<file path="src/rtl/approx_pkg.sv">
// Shared definitions for the approximate-adder pipeline: mode encodings and
// a helper that turns an approximation width into a low-bit mask.
`timescale 1ns/1ps
package approx_pkg;

  typedef enum logic [1:0] {
    MODE_EXACT = 2'd0,
    MODE_LOA   = 2'd1,
    MODE_TRUNC = 2'd2,
    MODE_RSVD  = 2'd3
  } mode_e;

  // Mask with the low k bits set; k may be 0 (empty mask) up to 32.
  function automatic logic [32:0] low_mask(input int unsigned k);
    logic [32:0] one;
    one = 33'd1;
    return (one << k) - one;
  endfunction

endpackage

</file>
<file path="src/rtl/approx_add_core.sv">
// Combinational approximate adder (exact / lower-part-OR / truncated) with an
// exact reference sum and the absolute error between the two.
`timescale 1ns/1ps
module approx_add_core
  import approx_pkg::*;
#(
  parameter int WIDTH       = 8,
  parameter int APPROX_BITS = 3
) (
  input  logic [WIDTH-1:0] a_i,
  input  logic [WIDTH-1:0] b_i,
  input  mode_e            mode_i,
  output logic [WIDTH:0]   sum_o,
  output logic [WIDTH:0]   err_o
);

  // Index of the top approximated bit; clamped so K=0 never forms a[-1].
  localparam int KI = (APPROX_BITS > 0) ? APPROX_BITS - 1 : 0;
  localparam logic [32:0] MASK_FULL = low_mask(APPROX_BITS);
  localparam logic [WIDTH:0] LOW_MASK = MASK_FULL[WIDTH:0];

  logic [WIDTH:0] exact_sum;
  logic [WIDTH:0] a_hi;
  logic [WIDTH:0] b_hi;
  logic [WIDTH:0] hi_sum;
  logic [WIDTH:0] low_or;
  logic [WIDTH:0] approx_sum;
  logic           carry_in;

  // NOTE: every signal assigned in always_comb gets a value before any branch,
  // otherwise an unassigned path infers a latch.
  always_comb begin
    exact_sum  = {1'b0, a_i} + {1'b0, b_i};
    a_hi       = {1'b0, a_i} >> APPROX_BITS;
    b_hi       = {1'b0, b_i} >> APPROX_BITS;
    low_or     = ({1'b0, a_i} | {1'b0, b_i}) & LOW_MASK;
    carry_in   = 1'b0;
    approx_sum = exact_sum;

    if ((mode_i == MODE_LOA) && (APPROX_BITS > 0)) begin
      carry_in = a_i[KI] & b_i[KI];
    end
    hi_sum = a_hi + b_hi + {{WIDTH{1'b0}}, carry_in};

    case (mode_i)
      MODE_LOA:   approx_sum = (hi_sum << APPROX_BITS) | low_or;
      MODE_TRUNC: approx_sum = hi_sum << APPROX_BITS;
      default:    approx_sum = exact_sum;
    endcase

    sum_o = approx_sum;
    err_o = (approx_sum >= exact_sum) ? (approx_sum - exact_sum)
                                      : (exact_sum - approx_sum);
  end

endmodule

</file>
<file path="src/rtl/approx_add_pipe.sv">
// Two-stage elastic pipeline around approx_add_core, with running error
// statistics updated on each output handshake.
`timescale 1ns/1ps
module approx_add_pipe
  import approx_pkg::*;
#(
  parameter int WIDTH       = 8,
  parameter int APPROX_BITS = 3,
  parameter int SUM_W       = 24,
  parameter int CNT_W       = 16
) (
  input  logic             clk,
  input  logic             rst_n,
  input  logic             in_valid,
  output logic             in_ready,
  input  logic [WIDTH-1:0] in_a,
  input  logic [WIDTH-1:0] in_b,
  input  logic [1:0]       in_mode,
  output logic             out_valid,
  input  logic             out_ready,
  output logic [WIDTH:0]   out_sum,
  output logic [WIDTH:0]   out_err,
  input  logic             clear_stats,
  output logic [SUM_W-1:0] stat_sum_err,
  output logic [WIDTH:0]   stat_max_err,
  output logic [CNT_W-1:0] stat_count
);

  logic             rdy_q;
  logic             s1_valid_q;
  logic [WIDTH-1:0] s1_a_q;
  logic [WIDTH-1:0] s1_b_q;
  mode_e            s1_mode_q;
  logic             s2_valid_q;
  logic [WIDTH:0]   s2_sum_q;
  logic [WIDTH:0]   s2_err_q;

  logic [WIDTH:0]   core_sum;
  logic [WIDTH:0]   core_err;
  logic             s2_adv;
  logic             s1_adv;
  logic             accept;
  logic             out_hs;

  logic [SUM_W-1:0] stat_sum_q, stat_sum_d;
  logic [WIDTH:0]   stat_max_q, stat_max_d;
  logic [CNT_W-1:0] stat_cnt_q, stat_cnt_d;
  logic [SUM_W:0]   sum_ext;

  assign s2_adv    = !s2_valid_q || out_ready;
  assign s1_adv    = !s1_valid_q || s2_adv;
  // rdy_q keeps in_ready low in reset and for the cycle before the first edge.
  assign in_ready  = rdy_q && s1_adv;
  assign accept    = in_valid && in_ready;
  assign out_hs    = s2_valid_q && out_ready;

  assign out_valid    = s2_valid_q;
  assign out_sum      = s2_sum_q;
  assign out_err      = s2_err_q;
  assign stat_sum_err = stat_sum_q;
  assign stat_max_err = stat_max_q;
  assign stat_count   = stat_cnt_q;

  approx_add_core #(
    .WIDTH       (WIDTH),
    .APPROX_BITS (APPROX_BITS)
  ) u_core (
    .a_i    (s1_a_q),
    .b_i    (s1_b_q),
    .mode_i (s1_mode_q),
    .sum_o  (core_sum),
    .err_o  (core_err)
  );

  // NOTE: state registers use non-blocking assignments so every register
  // samples pre-edge values regardless of statement order.
  // NOTE: datapath registers are reset as well, so out_sum/out_err read zero
  // during reset instead of whatever was in flight.
  always_ff @(posedge clk or negedge rst_n) begin
    if (!rst_n) begin
      rdy_q      <= 1'b0;
      s1_valid_q <= 1'b0;
      s1_a_q     <= '0;
      s1_b_q     <= '0;
      s1_mode_q  <= MODE_EXACT;
      s2_valid_q <= 1'b0;
      s2_sum_q   <= '0;
      s2_err_q   <= '0;
    end else begin
      rdy_q <= 1'b1;
      if (s1_adv) begin
        s1_valid_q <= accept;
        if (accept) begin
          s1_a_q    <= in_a;
          s1_b_q    <= in_b;
          s1_mode_q <= mode_e'(in_mode);
        end
      end
      if (s2_adv) begin
        s2_valid_q <= s1_valid_q;
        if (s1_valid_q) begin
          s2_sum_q <= core_sum;
          s2_err_q <= core_err;
        end
      end
    end
  end

  // Clear wins over a same-cycle handshake; that sample is simply not counted.
  always_comb begin
    stat_sum_d = stat_sum_q;
    stat_max_d = stat_max_q;
    stat_cnt_d = stat_cnt_q;
    sum_ext    = {1'b0, stat_sum_q} + (SUM_W+1)'(s2_err_q);
    if (clear_stats) begin
      stat_sum_d = '0;
      stat_max_d = '0;
      stat_cnt_d = '0;
    end else if (out_hs) begin
      stat_sum_d = sum_ext[SUM_W] ? '1 : sum_ext[SUM_W-1:0];
      stat_cnt_d = (&stat_cnt_q) ? stat_cnt_q : stat_cnt_q + CNT_W'(1);
      if (s2_err_q > stat_max_q) begin
        stat_max_d = s2_err_q;
      end
    end
  end

  always_ff @(posedge clk or negedge rst_n) begin
    if (!rst_n) begin
      stat_sum_q <= '0;
      stat_max_q <= '0;
      stat_cnt_q <= '0;
    end else begin
      stat_sum_q <= stat_sum_d;
      stat_max_q <= stat_max_d;
      stat_cnt_q <= stat_cnt_d;
    end
  end

endmodule

</file>
<file path="config.mk">
export PLATFORM = sky130hd
export DESIGN_NAME = approx_add_pipe
export DESIGN_NICKNAME = d
export VERILOG_FILES = /design/src/rtl/approx_pkg.sv /design/src/rtl/approx_add_core.sv /design/src/rtl/approx_add_pipe.sv
export SDC_FILE = /design/constraint.sdc
export NUM_CORES = 1
export LEC_CHECK = 0
export CAP_MARGIN = 10
export CORE_ASPECT_RATIO = 0.75
export CORE_MARGIN = 4
export CORE_UTILIZATION = 30
export CTS_CLUSTER_DIAMETER = 60
export CTS_CLUSTER_SIZE = 20
export DETAILED_ROUTE_END_ITERATION = 10
export PLACE_DENSITY = 0.47
export SYNTH_ARGS = -nofsm -noshare
export SYNTH_HDL_FRONTEND = slang
export SYNTH_SLANG_ARGS = --single-unit
</file>
<file path="constraint.sdc">
create_clock -name clk -period 4.6 [get_ports clk]
set_clock_uncertainty 0.05 [all_clocks]
set_input_delay 0.92 -clock clk [delete_from_list [all_inputs] [get_ports clk]]
set_output_delay 0.92 -clock clk [all_outputs]
set_load 0.05 [all_outputs]
</file>
---- Yosys cells after proc, flatten, opt, wreduce, memory -nomap -nowiden ----
Cells that the tools add are included.
word-level totals
  flip-flop bits (word level) ............. 88
  latch bits .............................. 0
  RAM bits ................................ 0
  ROM bits ................................ 0
  input bits .............................. 23
  word-level logic and storage cells ...... 52
  memories ................................ 0
cells by class
  $add $sub $neg .......................... 7
  multiply operators ...................... 0
  div/mod/pow operators ................... 0
  magnitude comparators ................... 2
  equal/unequal tests ..................... 3
  shift operators ......................... 0
  multiplexer cells ....................... 12
  bitwise gates (word level) .............. 3
  reduce and logical (&&, ||, !) cells .... 14
operator list
  operator                                       count
  two-way mux 24 bit                             3
  two-way mux 16 bit                             3
  two-way mux 9 bit                              4
  adder 24 x 9 -> 25 bit                         1
  case mux 9 bit (2 select lines)                1
  subtractor 9 bit                               2
  adder 16 x 1 -> 16 bit, second input constant  1
  AND reduction 16 bit                           1
  adder 8 x 8 -> 9 bit                           1
  greater-or-equal comparator 9 bit              1
  > comparator 9 bit                             1
  bitwise OR 9 x 3 -> 9 bit                      1
  AND reduction 2 bit                            4
  adder 5 x 5 -> 6 bit                           1
  adder 6 x 1 -> 6 bit                           1
  nonzero test 2 bit                             2
  logical AND 1 bit                              3
  bitwise OR 3 bit                               1
  == test 2 x 1 -> 1 bit, second input constant  1
  == test 2 bit, second input constant           1
  logical NOT 1 bit                              2
  logical OR 1 bit                               2
  != test 2 bit, second input constant           1
  bitwise AND 1 bit                              1
  two-way mux 1 bit                              1

---- Longest topological paths before layout ----
Gate-level depths: netlist of run 1.
  depth in word-level cells ............... 7
  gate-level depth with buffers ........... 20

---- By module ----
A second synthesis of run 1 with hierarchy kept.
second synthesis, totals
  cells, all modules ...................... 620
  area total of the unflattened synthesis .. 6000.8 um2
by module, submodules not included
  module           instances  cells an instance  area an instance (um2)  seq. area each (um2)
  approx_add_pipe  1          412                4480.5                  2202.1
  approx_add_core  1          208                1520.2                  0.0

---- Worst setup path after synthesis of run 1 ----
OpenSTA, ideal clock, no wires.
  path type ............................... flip-flop to flip-flop
  start point ............................. reg s1_mode_q[1]
  end point ............................... reg s2_err_q[3], in the netlist out_err[3]
  library setup time ...................... 0.095 ns
  data arrival time ....................... 4.044 ns
  required time ........................... 4.455 ns
  slack ................................... 0.411 ns
  cell stages (with the launch flop) ...... 20
  path buffers ............................ 0
  clock period less this slack ............ 4.189 ns
  cells stage by stage .................... dfrtp_1 -> inv_1 -> ha_1 -> nand2_1 -> fa_1 -> fa_1 -> nor2b_1 -> o21ai_0 -> a21oi_1 -> nor2_1 -> a2111oi_0 -> a211oi_1 -> ha_1 -> o21ai_0 -> nor2_1 -> a211oi_4 -> nand2_4 -> mux2_4 -> o21a_1 -> o31ai_1
between the ends
  longest elaborated chain between the ends .. 7
  elaborated cells between the ends (all ways) .. 10
ends and longest elaborated chain
  element                                   RTL line                                      RTL
  start, declared                           approx_add_pipe.sv:33                         mode_e s1_mode_q;
  start signal, assigned                    approx_add_pipe.sv:96                         s1_mode_q <= mode_e'(in_mode);
  == test 2 x 1 -> 1 bit                    approx_add_core.sv:40, approx_add_core.sv:45
  two-way mux 1 bit                         approx_add_core.sv:40                         if ((mode_i == MODE_LOA) && (APPROX_BITS > 0)) begin
  adder 6 x 1 -> 6 bit                      approx_add_core.sv:43                         hi_sum = a_hi + b_hi + {{WIDTH{1'b0}}, carry_in};
  bitwise OR 9 x 3 -> 9 bit                 approx_add_core.sv:46                         MODE_LOA: approx_sum = (hi_sum << APPROX_BITS) | low_or;
  case mux 9 bit (2 select lines) (*)       approx_add_core.sv:45                         case (mode_i)
  subtractor 9 bit (tied with other cells)  approx_add_core.sv:53                         : (exact_sum - approx_sum);
  two-way mux 9 bit (*)                     approx_add_core.sv:52                         err_o = (approx_sum >= exact_sum) ? (approx_sum - exact_sum)
  end signal, assigned                      approx_add_pipe.sv:103                        s2_err_q <= core_err;
  end, declared                             approx_add_pipe.sv:36                         logic [WIDTH:0] s2_err_q;
Every way passes the cells marked *; elsewhere a longest branch is shown, timed or not.
A chain may end at the register's enable or synchronous reset.

---- Worst setup path in the final report of run 1 ----
Ends and elaborated chain as after synthesis.

==> impl_metrics.csv, run 1 <==
group,metric,value,unit
outcome,outcome,"complete, no violations",
detailed_routing,wirelength,15200,um
worst_setup_path,crit_chain,"inv_1 -> ha_1 -> nand2_1 -> fa_2 -> fa_2 -> nor2b_1 -> o21ai_0 -> a21oi_1 -> nor2_1 -> a2111oi_2 -> a211oi_2 -> ha_2 -> o21ai_0 -> nor2_1 -> a211oi_4 -> nand2_4 -> mux2_4 -> o21a_1 -> o31ai_1",
worst_setup_path,critical_path.top_delay_family,"compound AO/OA/AOI/OAI gates",
clocking,clockBufferDepth,2,
sta,max_freq,0.235,GHz
clocking,clkSlewWorstSetupHoldPaths,70,ps
clocking,cts-hold-fix-buffers,0,
yosys,netlist_area,0.00579,mm^2
detailed_routing,drtIter0Drc,339,
global_route,antenna_found_initial,0,
yosys,syn_area_per_cell,9.39,um^2
power_and_ir_drop,p_per_area,617,mW/mm^2
sta,finalCriticalPeriod,4250,ps
worst_setup_path,r2r_cells,19,
layout,final_util,38.9,%
yosys,synth_edf_count,0,
layout,diodes,0,
floorplan,die_h,128,um
power_and_ir_drop,swShare,46.1,%
sta,drv_slew,0,
detailed_routing,vias,4736,
global_route,grt_start_max_net_pins,65,
detailed_routing,ant_nets,0,
power_and_ir_drop,leakage,3.20,nW
sta,hold_violations,0,
power_and_ir_drop,peakVddDrop,0.000275,V
sta,tns,0,ps
sta,setup_viol,0,
sta,holdWs,431,ps
yosys,seq_area_frac_synth,38.0,%
placed_design,dp_cells,937,
layout,syn2layout_area_growth,25.6,%
yosys,synth-warning-count,0,
sta,fin_crit_sh,92.3,%
floorplan,pin_count,92,
global_route,grt_pass1_wl,25100,um
yosys,async_reset_ff_share,100,%
yosys,ys_ff_latch,88,
min_path,hp-class,"reg -> reg",
sta,max-slew-margin-rel,36.9,%
detailed_routing,vias_per_cell,4.96,
power_and_ir_drop,power.switching,0.00207,W
global_route,grt.total_usage,14.4,%
worst_setup_path,rrSetupSlack,350,ps
worst_setup_path,endpoint_kind,"flop",
worst_setup_path,worst-path-stages,19,
floorplan,die-width,168,um
power_and_ir_drop,p_seq_share,23.2,%
floorplan,core_area,0.0187,mm^2
global_route,first_global_vias,4710,
power_and_ir_drop,intPower,0.00242,W
yosys,syn_nets,695,
layout,n_fill_cell,1875,
floorplan,die-area,0.0216,mm^2
worst_setup_path,startpoint_type,"flop",
worst_setup_path,crit_end,"out_err[3]",
placed_design,dp_hpwl,11400,um
clocking,cts_buffers,9,
layout,final_nets,781,
yosys,dominantRegCellSynth,"dfrtp_1",
worst_setup_path,critPathRequiredTime,4790,ps
power_and_ir_drop,p_clk_share,16.8,%
clocking,clk-insertion-delay-late,350,ps
sta,worst_pin_slew,944,ps
detailed_routing,drt_pre_antenna_iters,4,
min_path,holdPathStages,2,
yosys,synth_cells,617,
clocking,cts.sink_count,88,
yosys,synth.distinct_cells,68,
layout,final_cells,955,
layout,final_layout_size_suffix_gt1_share,9.18,%
yosys,ys_top_cells_by_count,"88 x dfrtp_1, 57 x inv_1, 50 x nand2_1",
floorplan,start_util,30.9,%
flow_run,cap_viol_max_count,0,
floorplan,rows,43,
power_and_ir_drop,combPwrFrac,60.0,%
worst_setup_path,reg2reg_to,"out_err[3]",
detailed_routing,wire_per_inst,15.9,um
yosys,yosys.area.top_type,"dfrtp_1",
detailed_routing,drc_errors,0,
worst_setup_path,slowest_delay,400,ps
clocking,cts_tree,"built",
clocking,root_buffer,"clkbuf_16",
worst_setup_path,worst-path-buf-inv,1,
worst_setup_path,cp_slowest_cell,"dfrtp_1",
placed_design,io_buffers,91,
worst_setup_path,critPathMaxFanout,7,
worst_setup_path,crit_arrival,4440,ps
worst_setup_path,r2r_start,"s1_mode_q[1]",
worst_setup_path,worstSetupPathType,"reg -> reg",
yosys,synth_top_area_share,38.0,%
yosys,synth_area_leaders,"dfrtp_1 38%, ha_1 11%, o21ai_0 4.1%",
placed_design,gp_congestion,0.814,
yosys,yosysMostFrequentCell,"dfrtp_1",
global_route,overflow,0,
clocking,cts_htree_levels,3,
worst_setup_path,startpoint,"s1_mode_q[1]",
## routing by layer
| layer | up-vias | global-route usage, % | wire (um) |
|---|---|---|---|
| met3 | 16 | 2.70 | 725 |
| met5 | - | 0 | 0 |
| met1 | 2242 | 21.7 | 7960 |
| met2 | 140 | 20.7 | 6230 |
| li1 | 2338 | - | - |
| met4 | 0 | 4.77 | 243 |
## power by group through the flow
stage	clock network (W)	registers, W	logic (W)
detailed placement	0	0.00107	0.00262
global placement	0	0.00106	0.00259
floorplan	0	0.00136	0.00163
global route	0.000821	0.00107	0.00298
finish	0.000755	0.00104	0.00269
CTS	0.000790	0.00105	0.00263
## sequential cells by signal, summed over array words and instances (netlist names)
register,cells
stat_max_err,9
out_valid,1
s1_a_q,8
stat_sum_err,24
out_err,9
s1_b_q,8
s1_valid_q,1
out_sum,9
s1_mode_q,2
stat_count,16
rdy_q,1
## how the worst min path moves through the flow
stage                    start    endpoint
floorplan           s1_valid_q   out_valid
global placement    out_sum[3]  out_sum[3]
detailed placement  out_sum[4]  out_sum[4]
CTS                 out_sum[4]  out_sum[4]
global route        s1_valid_q   out_valid
finish              out_sum[5]  out_sum[5]
## cell type report
cell class	count	area, um^2	area share, %
clock inverters	6	68.8	0.946
multi-input cells	450	3300	45.4
well taps	247	309	4.25
repair buffers	97	953	13.1
clock buffers	10	229	3.15
flip-flops and latches	88	2200	30.3
inverters	57	214	2.94
## tightest hold or removal path, stage by stage, from the launching register on
cell and delay (ps):
dfrtp_1 340, nand2_1 40, o21ai_0 60
## kinds of logic (layout without fill, tap and decap cells)
family	after synthesis	count (layout)	share of synthesized area, %
multiplexers	38	38	7.08
XOR/XNOR	34	34	5.14
adder cells (fa/ha/maj)	55	55	12.7
flip-flops	88	88	38.0
buffers and inverters	79	170	5.48
AO/OA/AOI/OAI	152	152	17.4
AND/OR/NAND/NOR	170	170	14.1
other	1	1	0.0647
## per-stage QoR
stage	area (um^2)	power, W	setup slack, ps
floorplan	5790	0.00299	411
global placement	6940	0.00365	129
detailed placement	6940	0.00368	29.1
CTS	7240	0.00447	2.22
global route	7280	0.00486	-9.81
finish	7280	0.00449	353
## layout by cell type, fill, tap and decap left out, types with 3 or more instances in the layout
master,instances
clkdlybuf4s50_1,90
dfrtp_1,88
inv_1,57
nand2_1,50
nor2_1,48
ha_1,48
o21ai_0,47
a21oi_1,37
mux2_2,20
xnor2_1,17
xor2_1,17
mux2i_1,16
nand3_1,13
nand2b_1,10
nor3_1,10
a31oi_1,9
clkbuf_16,9
a21o_1,8
nand4_1,7
buf_4,7
nor2b_1,6
and4_1,6
and2_1,5
and3_1,5
a221oi_1,5
fa_1,4
a211oi_2,3
o21a_1,3
a211o_1,3
a211oi_1,3
a311oi_1,3
## timing repair
item,4_1_cts,5_1_grt
setup endpoints to repair,0,8
setup buffers,0,2
gates resized for setup,0,8
Power figures use the tool's default switching activity.
==> inputs of run 2 (changes only) <==
SETUP_SLACK_MARGIN = 0.1   (was unset)
==> impl_metrics.csv, run 2 (same netlist as run 1, synthesis figures left out) <==
group,metric,value,unit
layout,largest_reg_flops,24,
clocking,cts.sink_count,88,
sta,max_freq,0.239,GHz
power_and_ir_drop,leakage,3.21,nW
global_route,overflow,0,
worst_setup_path,critPathRequiredTime,4790,ps
placed_design,gp_congestion,0.814,
placed_design,dp_hpwl,11400,um
clocking,clkSlewWorstSetupHoldPaths,70,ps
flow_run,cap_viol_max_count,0,
layout,final_cells,957,
layout,syn2layout_area_growth,25.9,%
clocking,cts_tree,"built",
floorplan,die-width,168,um
min_path,holdPathStages,2,
layout,diodes,0,
sta,finalWorstSetupSlack,423,ps
worst_setup_path,critical_path.top_delay_family,"compound AO/OA/AOI/OAI gates",
worst_setup_path,critPathMaxFanout,6,
global_route,grt_pass1_wl,25200,um
worst_setup_path,slowest_delay,400,ps
sta,setup_viol,0,
clocking,root_buffer,"clkbuf_16",
sta,max-slew-margin-rel,36.7,%
global_route,grt.total_usage,14.4,%
global_route,first_global_vias,4722,
clocking,clockBufferDepth,2,
sta,tns,0,ps
min_path,hp-class,"reg -> reg",
placed_design,io_buffers,91,
outcome,outcome,"complete, no violations",
worst_setup_path,endpoint_kind,"flop",
detailed_routing,wire_per_inst,15.8,um
worst_setup_path,cp_slowest_cell,"dfrtp_1",
detailed_routing,drt_pre_antenna_iters,5,
floorplan,core_area,0.0187,mm^2
sta,worst_pin_slew,947,ps
detailed_routing,drc_errors,0,
worst_setup_path,startpoint_type,"flop",
detailed_routing,wirelength,15100,um
sta,fin_crit_sh,90.8,%
placed_design,place_ws,29.1,ps
layout,final_nets,783,
detailed_routing,drtIter0Drc,331,
sta,hold_violations,0,
detailed_routing,vias,4755,
sta,finalCriticalPeriod,4180,ps
worst_setup_path,worst-path-stages,19,
clocking,cts_htree_levels,3,
sta,drv_slew,0,
power_and_ir_drop,p_per_area,619,mW/mm^2
detailed_routing,vias_per_cell,4.97,
layout,most-common-layout-cells,"90 x clkdlybuf4s50_1, 88 x dfrtp_1, 57 x inv_1",
clocking,cts-hold-fix-buffers,0,
worst_setup_path,r2r_cells,19,
floorplan,pin_count,92,
sta,rsz0062_at_grt,"false",
worst_setup_path,crit_chain,"inv_1 -> ha_2 -> nand2_1 -> fa_2 -> fa_2 -> nor2b_1 -> o21ai_0 -> a21oi_1 -> nor2_1 -> a2111oi_2 -> a211oi_2 -> ha_1 -> o21ai_0 -> nor2_1 -> a211oi_4 -> nand2_4 -> mux2_4 -> o21a_1 -> o31ai_1",
worst_setup_path,worst-path-buf-inv,1,
worst_setup_path,worstSetupPathType,"reg -> reg",
clocking,cts_buffers,9,
layout,mostFrequentLayoutCell,"clkdlybuf4s50_1",
global_route,grt_start_max_net_pins,65,
global_route,antenna_found_initial,0,
floorplan,start_util,30.9,%
detailed_routing,ant_nets,0,
placed_design,dp_cells,937,
layout,final_layout_size_suffix_gt1_share,9.44,%
floorplan,die-area,0.0216,mm^2
floorplan,rows,43,
worst_setup_path,crit_arrival,4370,ps
power_and_ir_drop,peakVddDrop,0.000269,V
clocking,clk-insertion-delay-late,350,ps
floorplan,die_h,128,um
## run 2: changes by cell type in the layout (fill, tap and decap cells not counted)
cell	before	now
buf_4	7	9
## run 2: worst reg2reg max path, delay by kind of cell (launching register included)
family	cells	cell delay, ps
AO/OA/AOI/OAI	8	1500
adder cells (fa/ha/maj)	4	1270
buffers and inverters	1	60
flip-flops	1	400
multiplexers	1	310
AND/OR/NAND/NOR	5	470
## run 2: per-layer routing
layer | GRT usage [%] | routed length (um) | vias to the layer above
met5 | 0 | 0 | -
met4 | 4.77 | 233 | 0
met3 | 2.70 | 788 | 15
met2 | 20.7 | 6230 | 142
met1 | 21.7 | 7890 | 2256
li1 | - | - | 2342
## run 2: what timing repair did
item | in CTS | in global routing
resized for setup | 1 | 7
setup endpoints to repair | 5 | 8
buffers inserted | 1 | 3
pin swaps | 2 | 5
## run 2: layout make-up
cell class / instances / area (um^2)
Fill cell: 1874 / 11400
Multi-Input combinational cell: 450 / 3300
Sequential cell: 88 / 2200
Timing Repair Buffer: 99 / 968
Tap cell: 247 / 309
Clock buffer: 10 / 229
Inverter: 57 / 214
Clock inverter: 6 / 68.8
## run 2: path summary, 6_finish.rpt
check	start	to	slack, ps
worst max register to register	s1_mode_q[1]	out_err[3]	420
worst max-delay path	s1_mode_q[1]	out_err[3]	420
worst min-delay path	out_sum[5]	out_sum[5]	430
min in group asynchronous	rst_n	s1_a_q[4]	640
max in group asynchronous	rst_n	out_err[4]	2990
worst min register to register	out_sum[5]	out_sum[5]	430
## run 2: through the flow
stage	utilization, %	instance area (um^2)	hold WS [ps]	power [W]
global route	39.0	7290	463	0.00490
CTS	38.7	7240	439	0.00448
global placement	37.1	6940	419	0.00365
floorplan	-	5790	407	0.00299
finish	39.0	7290	430	0.00451
detailed placement	37.1	6940	423	0.00368
## run 2: report_power, final
group          internal, W  switching, W  total, W  leakage (nW)
Combinational      0.00111       0.00160   0.00272          1.91
Clock             0.000425      0.000329  0.000754         0.143
Sequential        0.000903      0.000139   0.00104          1.15
==> inputs of run 3 (changes only) <==
SKIP_CTS_REPAIR_TIMING = 1   (was unset)
==> impl_metrics.csv, run 3 (same netlist as run 1, synthesis figures left out) <==
group,metric,value,unit
global_route,met2_usage,20.7,%
sta,rsz0062_at_grt,"false",
global_route,grt.total_usage,14.4,%
clocking,clk-insertion-delay-late,350,ps
sta,setup_viol,0,
placed_design,dpl-instance-area,0.00694,mm^2
worst_setup_path,endpoint_kind,"flop",
detailed_routing,drtIter0Drc,320,
clocking,root_buffer,"clkbuf_16",
floorplan,core_area,0.0187,mm^2
detailed_routing,wirelength,15200,um
floorplan,die-width,168,um
detailed_routing,vias,4765,
sta,finalCriticalPeriod,4190,ps
worst_setup_path,rrSetupSlack,410,ps
worst_setup_path,critPathRequiredTime,4790,ps
global_route,grt-busiest-layer,"met1",
sta,worst_pin_slew,947,ps
global_route,antenna_found_initial,0,
detailed_routing,wire_per_inst,15.9,um
worst_setup_path,cp_slowest_cell,"fa_2",
detailed_routing,drt_pre_antenna_iters,5,
power_and_ir_drop,leakage,3.21,nW
worst_setup_path,crit_arrival,4380,ps
layout,most-common-layout-cells,"90 x clkdlybuf4s50_1, 88 x dfrtp_1, 57 x inv_1",
min_path,hp-class,"reg -> reg",
clocking,cts.sink_count,88,
sta,fin_crit_sh,91.0,%
layout,finalInstanceArea,0.00730,mm^2
min_path,holdPathEnd,"out_sum[5]",
worst_setup_path,startpoint_type,"flop",
floorplan,die_h,128,um
worst_setup_path,slowest_delay,400,ps
outcome,outcome,"complete, no violations",
global_route,grt_pass1_wl,25100,um
clocking,clkSlewWorstSetupHoldPaths,70,ps
floorplan,start_util,30.9,%
placed_design,io_buffers,91,
worst_setup_path,r2r_cells,20,
clocking,cts_buffers,9,
floorplan,die-area,0.0216,mm^2
worst_setup_path,worstSetupPathType,"reg -> reg",
layout,final_nets,784,
clocking,cts_htree_levels,3,
layout,syn2layout_area_growth,26.0,%
sta,tns,0,ps
clocking,cts_tree,"built",
power_and_ir_drop,p_per_area,619,mW/mm^2
global_route,overflow,0,
global_route,first_global_vias,4710,
global_route,met1_usage,21.7,%
global_route,use_met3,2.70,%
layout,final_layout_size_suffix_gt1_share,9.70,%
placed_design,dp_hpwl,11400,um
placed_design,gp_congestion,0.814,
min_path,holdPathStages,2,
sta,hold_violations,0,
flow_run,cap_viol_max_count,0,
floorplan,pin_count,92,
clocking,clockBufferDepth,2,
layout,mostFrequentLayoutCell,"clkdlybuf4s50_1",
sta,max-slew-margin-rel,36.7,%
floorplan,rows,43,
worst_setup_path,critPathMaxFanout,5,
power_and_ir_drop,peakVddDrop,0.000264,V
sta,drv_slew,0,
layout,diodes,0,
detailed_routing,drc_errors,0,
worst_setup_path,reg2reg_to,"out_err[3]",
worst_setup_path,crit_chain,"inv_1 -> ha_2 -> nand2_1 -> fa_2 -> fa_2 -> nor2b_1 -> o21ai_0 -> a21oi_1 -> nor2_1 -> a2111oi_2 -> a211oi_2 -> ha_2 -> o21ai_0 -> nor2_1 -> a211oi_4 -> nand2_4 -> buf_4 -> mux2i_1 -> o21a_1 -> o31ai_1",
min_path,min_from,"out_sum[5]",
detailed_routing,vias_per_cell,4.97,
global_route,grt_start_max_net_pins,65,
sta,max_freq,0.239,GHz
worst_setup_path,r2r_start,"s1_mode_q[1]",
layout,largest_reg_flops,24,
detailed_routing,ant_nets,0,
-- run 3: cell count changes in the layout (fill, tap and decap cells not counted) --
cell | before | now
buf_4 | 9 | 10
ha_2 | 1 | 2
ha_1 | 48 | 47
-- run 3: cell type report --
cell class	instances	area [um^2]
Clock buffer	10	229
Clock inverter	6	68.8
Fill cell	1877	11400
Inverter	57	214
Multi-Input combinational cell	450	3300
Sequential cell	88	2200
Tap cell	247	309
Timing Repair Buffer	100	976
-- run 3: routing by layer --
metal | routed length, um | up-vias
li1 | - | 2341
met1 | 8020 | 2276
met2 | 6270 | 132
met3 | 698 | 16
met4 | 243 | 0
met5 | 0 | -
-- run 3: worst max path at each step --
stage	from	end	slack, ps	cells after the start
3_3_place_gp	s1_mode_q[1]	out_err[3]	130	19
6_report	s1_mode_q[1]	out_err[3]	410	20
2_1_floorplan	s1_mode_q[1]	out_err[3]	410	19
3_5_place_dp	s1_mode_q[1]	out_err[3]	30	19
4_1_cts	s1_mode_q[1]	out_err[3]	2	19
5_1_grt	s1_mode_q[1]	out_err[6]	80	20
-- run 3: critical path, delay by kind of cell (launching register included) --
kind | cells | cell delay, ps
AO/OA/AOI/OAI | 8 | 1560
adder cells (fa/ha/maj) | 4 | 1270
AND/OR/NAND/NOR | 5 | 460
flip-flops | 1 | 380
buffers and inverters | 2 | 220
multiplexers | 1 | 130
-- run 3: power breakdown --
group	internal, W	total (W)	leakage (nW)	switching [W]
Sequential	0.000903	0.00104	1.15	0.000138
Combinational	0.00111	0.00272	1.92	0.00161
Clock	0.000425	0.000754	0.143	0.000330
Total	0.00244	0.00452	3.21	0.00208
-- run 3: per-stage QoR --
stage | util (%) | power [W] | cells | hold slack [ps] | worst slack (ps)
5_1_grt | 39.0 | 0.00489 | 958 | 463 | 75.2
3_3_place_gp | 37.1 | 0.00365 | 937 | 419 | 129
4_1_cts | 38.6 | 0.00447 | 953 | 439 | 2.22
6_report | 39.0 | 0.00452 | 958 | 431 | 412
2_1_floorplan | - | 0.00299 | 617 | 407 | 411
3_5_place_dp | 37.1 | 0.00368 | 937 | 423 | 29.1
